### src/rtl/muldiv_unit_pkg.sv
// muldiv_unit_pkg
// Shared definitions for the multiply/divide unit:
//   - muldiv_op_t    : MULDIVOp encodings as delivered by the EX-stage decoder
//   - muldiv_state_t : control FSM states
//   - DIV_CYCLES     : quotient bits resolved by the divider (one per cycle)
//   - abs32()        : magnitude of a 32-bit operand, honouring signedness
// Optional feature macro used by the unit: MULDIV_CANCEL_EN.
package muldiv_unit_pkg;

  typedef enum logic [1:0] {
    SIGNED_MUL   = 2'b00,
    UNSIGNED_MUL = 2'b01,
    SIGNED_DIV   = 2'b10,
    UNSIGNED_DIV = 2'b11
  } muldiv_op_t;

  typedef enum logic [2:0] {
    IDLE = 3'd0,
    MUL  = 3'd1,
    DIV  = 3'd2,
    FIX  = 3'd3,
    DONE = 3'd4
  } muldiv_state_t;

  localparam int DIV_CYCLES = 32;

  // Signed operands are reduced to magnitudes so both multiply and divide
  // datapaths can work unsigned; 32'h8000_0000 maps to itself, which is the
  // correct unsigned magnitude.
  function automatic logic [31:0] abs32(input logic [31:0] v, input logic is_signed);
    return (is_signed && v[31]) ? (~v + 32'd1) : v;
  endfunction

endpackage

### src/rtl/muldiv_unit_if.sv
// muldiv_unit_if
// Decoder/hazard-side bundle of the multiply/divide unit.
//   master : EX decoder side (drives start/op/operands/mt* writes/cancel,
//            reads busy and HI/LO)
//   slave  : muldiv_unit side
// Signals:
//   start, op, a, b        launch an operation on rs (a) / rt (b)
//   hilo_we, hilo_sel,     mthi (hilo_sel=1) / mtlo (hilo_sel=0) write
//   wdata
//   cancel                 abort in-flight operation (MULDIV_CANCEL_EN only)
//   busy                   operation in flight
//   hi, lo                 architectural HI/LO registers
interface muldiv_unit_if;
  import muldiv_unit_pkg::*;

  logic        start;
  muldiv_op_t  op;
  logic [31:0] a;
  logic [31:0] b;
  logic        hilo_we;
  logic        hilo_sel;
  logic [31:0] wdata;
  logic        cancel;
  logic        busy;
  logic [31:0] hi;
  logic [31:0] lo;

  modport master (
    output start, op, a, b, hilo_we, hilo_sel, wdata, cancel,
    input  busy, hi, lo
  );

  modport slave (
    input  start, op, a, b, hilo_we, hilo_sel, wdata, cancel,
    output busy, hi, lo
  );

endinterface

### src/rtl/muldiv_unit_divider.sv
// muldiv_divider
// Iterative restoring radix-2 unsigned 32-bit divider, one quotient bit per
// clock. A load pulse captures the operands; DIV_CYCLES edges later done is
// high and quotient/remainder are valid until the next load.
// A zero divisor yields quotient 32'hFFFF_FFFF and remainder = dividend.
// Ports:
//   clk, rst_n          clock, asynchronous active-low reset
//   load                capture dividend/divisor and restart
//   dividend, divisor   unsigned operands
//   quotient, remainder results
//   done                all quotient bits resolved
module muldiv_divider
  import muldiv_unit_pkg::*;
(
  input  logic        clk,
  input  logic        rst_n,
  input  logic        load,
  input  logic [31:0] dividend,
  input  logic [31:0] divisor,
  output logic [31:0] quotient,
  output logic [31:0] remainder,
  output logic        done
);

  localparam logic [5:0] LAST_COUNT = 6'(DIV_CYCLES);

  logic [31:0] rem_q;
  logic [31:0] quo_q;
  logic [31:0] dsr_q;
  logic [5:0]  count_q;
  logic [32:0] rem_shift;
  logic [32:0] diff;
  logic        step_ok;

  // One restoring step: shift the next dividend bit into the partial
  // remainder and keep the subtraction only when it does not go negative.
  // The partial remainder is always below the divisor, so 33 bits suffice.
  always_comb begin
    rem_shift = {rem_q, quo_q[31]};
    diff      = rem_shift - {1'b0, dsr_q};
    step_ok   = ~diff[32];
  end

  // Quotient bits are shifted into the low end of the dividend register as
  // the dividend bits leave the top, so one register holds both.
  always_ff @(posedge clk or negedge rst_n) begin
    if (!rst_n) begin
      rem_q   <= '0;
      quo_q   <= '0;
      dsr_q   <= '0;
      count_q <= '0;
    end else if (load) begin
      rem_q   <= '0;
      quo_q   <= dividend;
      dsr_q   <= divisor;
      count_q <= '0;
    end else if (count_q != LAST_COUNT) begin
      rem_q   <= step_ok ? diff[31:0] : rem_shift[31:0];
      quo_q   <= {quo_q[30:0], step_ok};
      count_q <= count_q + 6'd1;
    end
  end

  assign quotient  = quo_q;
  assign remainder = rem_q;
  assign done      = (count_q == LAST_COUNT);

endmodule

### src/rtl/muldiv_unit.sv
// muldiv_unit
// Multi-cycle multiply/divide unit owning the architectural HI/LO registers.
// Multiply results land in {hi,lo} MUL_CYCLES+1 cycles after start; divides
// (lo = quotient, hi = remainder) land 35 cycles after start. HI/LO keep
// their old values until the final DONE cycle.
// Parameters:
//   MUL_CYCLES  cycles from start until the product is committed (1..8)
// Ports:
//   clk    clock, rising edge
//   rst_n  asynchronous active-low reset
//   bus    muldiv_unit_if.slave (start/op/a/b, mthi/mtlo, cancel, busy, hi, lo)
// Configuration:
//   MULDIV_CANCEL_EN  when defined, bus.cancel aborts any in-flight operation
//                     and suppresses a simultaneous start; otherwise ignored.
module muldiv_unit
  import muldiv_unit_pkg::*;
#(
  parameter int MUL_CYCLES = 5
) (
  input logic          clk,
  input logic          rst_n,
  muldiv_unit_if.slave bus
);

  localparam logic [5:0] MUL_LAST = 6'(MUL_CYCLES - 1);
  localparam logic [5:0] DIV_LAST = 6'(DIV_CYCLES);

  muldiv_state_t state;
  muldiv_state_t state_next;
  logic [5:0]    cnt;
  logic [5:0]    cnt_next;
  logic          busy_q;

  muldiv_op_t    op_q;
  logic [31:0]   a_raw;
  logic [31:0]   a_abs;
  logic [31:0]   b_abs;
  logic          b_zero;
  logic          res_neg;
  logic          rem_neg;
  logic [31:0]   res_hi;
  logic [31:0]   res_lo;
  logic [31:0]   hi_q;
  logic [31:0]   lo_q;

  logic          abort;
  logic          accept;
  logic          fix_en;
  logic          commit;
  logic          hilo_wr;
  logic          in_signed;

  logic [31:0]   div_quo;
  logic [31:0]   div_rem;
  logic          div_done;
  logic [63:0]   product_raw;
  logic [63:0]   product;

`ifdef MULDIV_CANCEL_EN
  assign abort = bus.cancel;
`else
  logic cancel_unused;
  assign abort         = 1'b0;
  assign cancel_unused = bus.cancel;
`endif

  assign in_signed = ~bus.op[0];

  // Next-state and control decode. A start in IDLE takes priority over an
  // mthi/mtlo write in the same cycle; the write is simply dropped. With a
  // single-cycle multiply the MUL state is skipped so the product still
  // commits MUL_CYCLES cycles after start.
  always_comb begin
    state_next = state;
    cnt_next   = cnt;
    accept     = 1'b0;
    fix_en     = 1'b0;
    commit     = 1'b0;
    hilo_wr    = 1'b0;
    case (state)
      IDLE: begin
        if (bus.start && !abort) begin
          accept   = 1'b1;
          cnt_next = 6'd1;
          if (bus.op[1]) begin
            state_next = DIV;
          end else begin
            state_next = (MUL_CYCLES == 1) ? DONE : MUL;
          end
        end else if (bus.hilo_we && !bus.start) begin
          hilo_wr = 1'b1;
        end
      end
      MUL: begin
        if (abort) begin
          state_next = IDLE;
          cnt_next   = '0;
        end else if (cnt == MUL_LAST) begin
          state_next = DONE;
          cnt_next   = '0;
        end else begin
          cnt_next = cnt + 6'd1;
        end
      end
      DIV: begin
        if (abort) begin
          state_next = IDLE;
          cnt_next   = '0;
        end else if (cnt == DIV_LAST) begin
          state_next = FIX;
          cnt_next   = '0;
        end else begin
          cnt_next = cnt + 6'd1;
        end
      end
      FIX: begin
        if (abort) begin
          state_next = IDLE;
        end else if (div_done) begin
          fix_en     = 1'b1;
          state_next = DONE;
        end
      end
      DONE: begin
        state_next = IDLE;
        commit     = ~abort;
      end
      default: begin
        state_next = IDLE;
        cnt_next   = '0;
      end
    endcase
  end

  // State, step counter and the registered busy flag seen by the hazard unit.
  always_ff @(posedge clk or negedge rst_n) begin
    if (!rst_n) begin
      state  <= IDLE;
      cnt    <= '0;
      busy_q <= 1'b0;
    end else begin
      state  <= state_next;
      cnt    <= cnt_next;
      busy_q <= (state_next != IDLE);
    end
  end

  // Operands are captured as magnitudes plus result sign flags: the quotient
  // and product are negative when the operand signs differ, the remainder
  // follows the dividend. The raw dividend is kept for divide-by-zero.
  always_ff @(posedge clk or negedge rst_n) begin
    if (!rst_n) begin
      op_q    <= SIGNED_MUL;
      a_raw   <= '0;
      a_abs   <= '0;
      b_abs   <= '0;
      b_zero  <= 1'b0;
      res_neg <= 1'b0;
      rem_neg <= 1'b0;
    end else if (accept) begin
      op_q    <= bus.op;
      a_raw   <= bus.a;
      a_abs   <= abs32(bus.a, in_signed);
      b_abs   <= abs32(bus.b, in_signed);
      b_zero  <= (bus.b == 32'd0);
      res_neg <= in_signed & (bus.a[31] ^ bus.b[31]);
      rem_neg <= in_signed & bus.a[31];
    end
  end

  muldiv_divider u_divider (
    .clk       (clk),
    .rst_n     (rst_n),
    .load      (accept & bus.op[1]),
    .dividend  (abs32(bus.a, in_signed)),
    .divisor   (abs32(bus.b, in_signed)),
    .quotient  (div_quo),
    .remainder (div_rem),
    .done      (div_done)
  );

  // The product is formed from the stable latched magnitudes and only
  // sampled in DONE, so the multiplier has the whole MUL phase to settle.
  always_comb begin
    product_raw = {32'd0, a_abs} * {32'd0, b_abs};
    product     = res_neg ? (~product_raw + 64'd1) : product_raw;
  end

  // Sign fixup of the unsigned divider result. Divide by zero bypasses the
  // fixup so both signednesses give all-ones and the original dividend.
  // 32'h8000_0000 / -1 needs no special case: the magnitude quotient is
  // 32'h8000_0000 with a positive sign and a zero remainder.
  always_ff @(posedge clk or negedge rst_n) begin
    if (!rst_n) begin
      res_hi <= '0;
      res_lo <= '0;
    end else if (fix_en) begin
      if (b_zero) begin
        res_lo <= 32'hFFFF_FFFF;
        res_hi <= a_raw;
      end else begin
        res_lo <= res_neg ? (~div_quo + 32'd1) : div_quo;
        res_hi <= rem_neg ? (~div_rem + 32'd1) : div_rem;
      end
    end
  end

  // Architectural HI/LO: written only by a completing operation in DONE or by
  // an mthi/mtlo accepted in IDLE.
  always_ff @(posedge clk or negedge rst_n) begin
    if (!rst_n) begin
      hi_q <= '0;
      lo_q <= '0;
    end else if (commit) begin
      if (op_q[1]) begin
        hi_q <= res_hi;
        lo_q <= res_lo;
      end else begin
        hi_q <= product[63:32];
        lo_q <= product[31:0];
      end
    end else if (hilo_wr) begin
      if (bus.hilo_sel) begin
        hi_q <= bus.wdata;
      end else begin
        lo_q <= bus.wdata;
      end
    end
  end

  assign bus.busy = busy_q;
  assign bus.hi   = hi_q;
  assign bus.lo   = lo_q;

endmodule

### src/flat_wrapper.sv
// flat-port wrapper written by rule: the top's interface ports become plain ports
module muldiv_unit_flat import muldiv_unit_pkg::*;
#(
  parameter int MUL_CYCLES = 5
)
  (clk, rst_n, bus_start, bus_op, bus_a, bus_b, bus_hilo_we, bus_hilo_sel, bus_wdata, bus_cancel, bus_busy, bus_hi, bus_lo);
  muldiv_unit_if bus_i ();
  input logic clk;
  input logic rst_n;
  input wire logic [$bits(bus_i.start)-1:0] bus_start;
  input wire logic [$bits(bus_i.op)-1:0] bus_op;
  input wire logic [$bits(bus_i.a)-1:0] bus_a;
  input wire logic [$bits(bus_i.b)-1:0] bus_b;
  input wire logic [$bits(bus_i.hilo_we)-1:0] bus_hilo_we;
  input wire logic [$bits(bus_i.hilo_sel)-1:0] bus_hilo_sel;
  input wire logic [$bits(bus_i.wdata)-1:0] bus_wdata;
  input wire logic [$bits(bus_i.cancel)-1:0] bus_cancel;
  output wire logic [$bits(bus_i.busy)-1:0] bus_busy;
  output wire logic [$bits(bus_i.hi)-1:0] bus_hi;
  output wire logic [$bits(bus_i.lo)-1:0] bus_lo;
  assign bus_i.start = bus_start;
  assign bus_i.op = bus_op;
  assign bus_i.a = bus_a;
  assign bus_i.b = bus_b;
  assign bus_i.hilo_we = bus_hilo_we;
  assign bus_i.hilo_sel = bus_hilo_sel;
  assign bus_i.wdata = bus_wdata;
  assign bus_i.cancel = bus_cancel;
  assign bus_busy = bus_i.busy;
  assign bus_hi = bus_i.hi;
  assign bus_lo = bus_i.lo;
  muldiv_unit #(.MUL_CYCLES(MUL_CYCLES)) u_core (.clk(clk), .rst_n(rst_n), .bus(bus_i));
endmodule
### config.mk
export PLATFORM = sky130hd
export DESIGN_NAME = muldiv_unit_flat
export DESIGN_NICKNAME = d
export VERILOG_FILES = /design/src/rtl/muldiv_unit_pkg.sv /design/src/rtl/muldiv_unit_if.sv /design/src/rtl/muldiv_unit_divider.sv /design/src/rtl/muldiv_unit.sv /design/src/flat_wrapper.sv
export SDC_FILE = /design/constraint.sdc
export NUM_CORES = 2
export LEC_CHECK = 0
export CORE_MARGIN = 4
export CORE_UTILIZATION = 25
export DETAILED_ROUTE_END_ITERATION = 8
export PLACE_DENSITY = 0.45
export SYNTH_ARGS = -nofsm -noshare
export SYNTH_HDL_FRONTEND = slang
export SYNTH_SLANG_ARGS = --single-unit
### constraint.sdc
create_clock -name clk -period 8.9 [get_ports clk]
set_input_delay 1.78 -clock clk [delete_from_list [all_inputs] [get_ports clk]]
set_output_delay 1.78 -clock clk [all_outputs]
set_load 0.01 [all_outputs]
==> After elaboration in Yosys (flattened, before gate mapping) <==
Cells that the tools add are included.
Widths: inputs -> output; s select.
{ "op_classes": {"bitwise_logic": 12, "multipliers": 1, "reduce_logical": 14, "muxes": 40, "div_mod_pow": 0, "n_shift": 0, "n_eq_ne": 10, "n_lt_le_gt_ge": 0, "n_addsub": 8} }
{ "ops": {"columns": ["cell", "n"], "rows": [
  ["$mux 32", 19],
  ["$add 32x1->32 const B", 4],
  ["$not 32->32", 4],
  ["$add 64x1->64 const B", 1],
  ["$mul 32x32->64", 1],
  ["$mux 64", 1],
  ["$not 64->64", 1],
  ["$sub 33x32->33", 1],
  ["$logic_not 32->1", 1],
  ["$mux 6", 5],
  ["$pmux 6 s4", 1],
  ["$add 6x1->6 const B", 2],
  ["$eq 6x6->1 const B", 2],
  ["$mux 3", 4],
  ["$pmux 3 s4", 1],
  ["$mux 1", 8],
  ["$eq 3x2->1 const B", 2],
  ["$eq 6x3->1 const B", 1],
  ["$ne 6x6->1 const B", 1],
  ["$reduce_and 2->1", 3],
  ["$reduce_bool 2->1", 3],
  ["$and 1x1->1", 3],
  ["$eq 3x1->1 const B", 1],
  ["$eq 3x3->1 const B", 1],
  ["other kinds (10)", 14]
]} }
{ "word_totals": {"mem_bits_ro": 0, "latch_bits": 0, "in_bits": 104, "ff_bits": 341, "out_inout_bits": 65, "ram_bits": 0, "elab_cells": 103, "memories": 0} }

==> Longest topological paths before layout <==
{ "depth": {"ltp_word": 7, "mapped_depth": 34, "mapped_depth_nobuf": 30} }

==> By module <==
A second synthesis with hierarchy kept.
{ "hier_totals": {"hier_cells": 6416, "hier_area_um2": 55186.7} }
{ "by_module_without_submodules": {"columns": ["mod", "cells_each", "area_per_inst_um2", "n_inst", "seq_area_each_um2"], "rows": [
  ["muldiv_unit", 5678, 48819.3, 1, 5930.7],
  ["muldiv_divider", 738, 6367.4, 1, 2552.4]
]} }

==> Worst setup path after synthesis <==
No wires, ideal clock.
{ "synth_timing": {"path_kind": "register to register", "start": "register u_core.b_abs[2]", "end": "register u_core.hi_q[29] (netlist: u_core.bus.hi[29])", "required_ns": 8.776, "path_buffers": 3, "stages_incl_launch_ff": 31, "synth_period_minus_slack_ns": 8.756, "setup_ns": 0.124, "arrival_time_ns": 8.632, "path_slack_ns": 0.144, "path_cell_list": "dfrtp_1 > clkbuf_1 > nand2_1 > fa_1 > inv_1 > fa_1 > inv_1 > fa_1 > fa_1 > inv_1 > fa_1 > fa_1 > fa_1 > inv_1 > fa_1 > inv_1 > ha_1 > clkbuf_1 > nand4_1 > nor2_1 > nand3_1 > nor3_2 > a211oi_2 > o41ai_1 > xor2_1 > or4_4 > or4b_4 > buf_6 > o41ai_2 > xor2_1 > a21oi_1"} }
{ "synth_between": {"elab_chain_len": 6} }
{ "synth_rtl": {"columns": ["element", "line_no", "source"], "rows": [
  ["start, declared", "muldiv_unit.sv:37", "logic [31:0] b_abs;"],
  ["start signal, assigned", "muldiv_unit.sv:164", "b_abs <= abs32(bus.b, in_signed);"],
  ["$mul 32x32->64 *", "muldiv_unit.sv:185", "product_raw = {32'd0, a_abs} * {32'd0, b_abs};"],
  ["$not 64->64", "muldiv_unit.sv:186", "product = res_neg ? (~product_raw + 64'd1) : product_raw;"],
  ["$add 64x1->64", "muldiv_unit.sv:186", null],
  ["$mux 64 *", "muldiv_unit.sv:186", null],
  ["$mux 32 *", "muldiv_unit.sv:215", "if (op_q[1]) begin"],
  ["$mux 32 *", "muldiv_unit.sv:214", "end else if (commit) begin"],
  ["end signal, assigned", "muldiv_unit.sv:216", "hi_q <= res_hi;"],
  ["end signal, assigned", "muldiv_unit.sv:219", "hi_q <= product[63:32];"],
  ["end signal, assigned", "muldiv_unit.sv:224", "hi_q <= bus.wdata;"],
  ["end, declared", "muldiv_unit.sv:43", "logic [31:0] hi_q;"]
]} }
Mark *: on every way between the ends. The rest lies on a longest branch, timed or not.
A chain may end at the register's enable or synchronous reset.

==> Worst setup path after layout <==
{ "layout_timing": {"start": "register u_core.a_abs[11]", "end": "register u_core.hi_q[28] (netlist: u_core.bus.hi[28])"} }
{ "layout_between": {"elab_chain_len": 6} }
{ "layout_rtl": {"columns": ["element", "line_no", "source"], "rows": [
  ["start, declared", "muldiv_unit.sv:36", "logic [31:0] a_abs;"],
  ["start signal, assigned", "muldiv_unit.sv:163", "a_abs <= abs32(bus.a, in_signed);"],
  ["$mul 32x32->64 *", "muldiv_unit.sv:185", null],
  ["$not 64->64", "muldiv_unit.sv:186", null],
  ["$add 64x1->64", "muldiv_unit.sv:186", null],
  ["$mux 64 *", "muldiv_unit.sv:186", null],
  ["$mux 32 *", "muldiv_unit.sv:215", null],
  ["$mux 32 *", "muldiv_unit.sv:214", null]
]} }
Marked as above.

==> out/qor.yml <==
antenna_found_initial: 12
die_area_um2: 225000
synth-seq-cells: 339
path_class: "reg -> reg"
vias: 44500
setup_violations: 24
worst_pin_slew_ps: 1090
post-route-min-period_ps: 9260
reg2reg_to: "u_core.bus.hi[28]"
hold_viol_final: 0
synthFlopType: "dfrtp_1"
cap_violations: 0
outcome: "finished with violations"
clk_pin_slew_ps: 70
drt-total-wl_um: 191000
end_kind: "flop"
grt_pass1_wl_um: 293000
cp.arrival_ps: 9730
grt_overflow: 0
fp.dieH_um: 474
reg2reg_from: "u_core.a_abs[11]"
violations: "setup timing"
drc: 0
synth_area_leaders: "fa_1 (33%), dfrtp_1 (16%), ha_1 (7.0%), and2_1 (6.7%), inv_1 (6.6%)"
clock_latency_ps: 590
synth.top_cell.area_share: 0.331
ioPinCount: 169
numPlacedInstances: 9472
fin_setup_tns_ps: -5080
fp.coreArea_um2: 215000
slowest_stage: "fa_2"
cts_hold_buf: 0
ant_nets: 0
min_path_cells: 2
synth_edf_count: 0
cts_tree: "done"
max_freq_mhz: 108
htree_levels: 2
instances_no_fill: 9614
clk_path_buf_depth: 3
initial_utilization: 0.252
dr.first_iter.drc_count: 2526
crit_fanout: 18
cp-start-kind: "flop"
syn_inst: 6238
port_buffers: 167
grt_max_degree: 161
reg2reg_slack_ps: -360
ys_types: 88
r2r_cells: 27
chipWidth_um: 474
fp-row-count: 170
yosys.area.top_type: "fa_1"
syn_area_um2: 54300
gp_congestion: 0.897
final_nets: 8045
cts_buffers: 39
layout-drive-gt1-share: 0.152
ys_warn_count: 0
hold_path.class: "reg -> reg"
hpwl_um: 158000
cts_root_buf: "clkbuf_16"
synth_most_common_cell: "inv_1"
synth.avg_cell_area_um2: 8.70
fin_ws_ps: -364
finalCritPeriodShare: 1.04
syn-num-nets: 7543
first_pass_iters: 6
area_growth_pct: 23.2
hold_start: "u_core.res_lo[0]"
ys_seq_area_frac: 0.156
clkSinkCount: 339
grt_pass1_vias: 47500
clock_skew_ps: 30.4
relSlewSlack: 0.265
cpMostUsedCell: "fa_1"
yosys-top-cells-count: "inv_1 (952), nand2_1 (930), fa_1 (897)"
rsz0062_at_grt: "true"
slew_violations: 0
cp.required_ps: 9360
max_stage_delay_ps: 630
async_flop_share: 1.00
grt_usage: 0.168
drt-wirelength-per-cell_um: 19.9
holdPathEnd: "u_core.res_lo[0]"
via_per_inst: 4.63
## metal layers
metal / share of wire / GRT usage / vias up
met5: 0 / 0 / -
met4: 0.026 / 0.0365 / 0
met3: 0.046 / 0.0229 / 171
met2: 0.48 / 0.287 / 863
met1: 0.45 / 0.227 / 22900
li1: - / - / 20600
## cells by family (layout without fill, tap and decap cells)
family          Yosys count  after routing  synth area share
fa+ha+maj              1201           1201             0.401
simple gates           2069           2069             0.185
buf+inv                1324           1856            0.0926
mux                      77             77            0.0149
compound gates          972            972             0.108
xor+xnor                256            256            0.0414
other cells               0              6                 0
flops                   339            339             0.156
## through the flow
stage          cell area, µm²  hold WS [ps]  setup WS [ps]   util
2_1_floorplan           54300           439            144      -
3_3_place_gp            63500           457           -655  0.295
3_5_place_dp            63500           463           -660  0.295
4_1_cts                 65800           478           -374  0.306
5_1_grt                 66900           494           -609  0.311
6_report                66900           474           -364  0.311
## area by class of cell
cell class / count / area, µm²
Timing Repair Buffer: 833 / 7810
Inverter: 952 / 3570
Antenna cell: 6 / 15.0
Tap cell: 2838 / 3550
Clock buffer: 51 / 1110
Multi-Input combinational cell: 4575 / 42000
Sequential cell: 339 / 8500
Fill cell: 22800 / 148000
Clock inverter: 20 / 340
## worst max-delay path: cells and delay by family (launching register included)
| family | cells | cell delay, ps |
|---|---|---|
| adder cells (fa/ha/maj) | 9 | 4430 |
| AND/OR/NAND/NOR | 4 | 1870 |
| AO/OA/AOI/OAI | 8 | 1600 |
| buffers and inverters | 5 | 630 |
| flip-flops | 1 | 410 |
| XOR/XNOR | 1 | 170 |
## sequential cells by signal (all words and copies together) (netlist names)
| register | count |
|---|---|
| u_core.a_abs | 32 |
| u_core.b_abs | 32 |
| u_core.bus.hi | 32 |
| u_core.bus.lo | 32 |
| u_core.res_hi | 32 |
| u_core.res_lo | 32 |
| u_core.u_divider.dsr_q | 32 |
| u_core.u_divider.quotient | 32 |
| u_core.u_divider.remainder | 32 |
| u_core.a_raw | 31 |
| u_core.cnt | 6 |
| u_core.u_divider.count_q | 6 |
| u_core.state | 3 |
| u_core.b_zero | 1 |
| u_core.bus.busy | 1 |
| u_core.op_q | 1 |
| u_core.rem_neg | 1 |
| u_core.res_neg | 1 |
## repair_timing
action / CTS / global route
pin swaps: 67 / 129
cloned: 1 / 4
resized for setup: 115 / 167
endpoints found under the hold margin: 0 / 0
buffers inserted: 31 / 32
setup endpoints to repair: 28 / 38
## worst max path at each step
stage / start / end / cells past startpoint
2_1_floorplan: u_core.b_abs[2] / u_core.bus.hi[29] / 30
3_3_place_gp: u_core.a_abs[28] / u_core.bus.hi[30] / 28
3_5_place_dp: u_core.a_abs[28] / u_core.bus.hi[30] / 28
4_1_cts: u_core.a_abs[20] / u_core.bus.hi[30] / 27
5_1_grt: u_core.a_abs[16] / u_core.bus.hi[28] / 29
6_report: u_core.a_abs[11] / u_core.bus.hi[28] / 27
## layout by cell type, fill, tap and decap left out, types with 14 or more instances in the layout
cell             count
fa_1               863
xnor2_1            105
a222oi_1            17
or2_2               19
buf_12              77
nand2_1            921
mux2_2              30
and2_1             574
o211ai_1            24
nand2b_1            32
nor2b_1             16
buf_6               17
inv_1              939
o21a_1              21
fa_2                34
o31ai_1             50
mux2i_1             47
nor3_1              43
clkbuf_16           44
a31oi_1             17
o21ai_1             24
a21oi_1            242
xor2_1             131
buf_4              565
nor4_1              21
dfrtp_1            323
nand4_1             33
or4_1               15
ha_1               282
nor2_1             225
a21o_1              41
nand3_1             39
and3_1              15
or3_1               30
a211oi_1            14
clkdlybuf4s50_1    166
ha_4                20
o21ai_0            359
dfrtp_2             16
a21oi_2             27
Power is left out: the tool's default activity adds up to more than one toggle a clock period on the data nets, which glitch-free logic cannot reach.
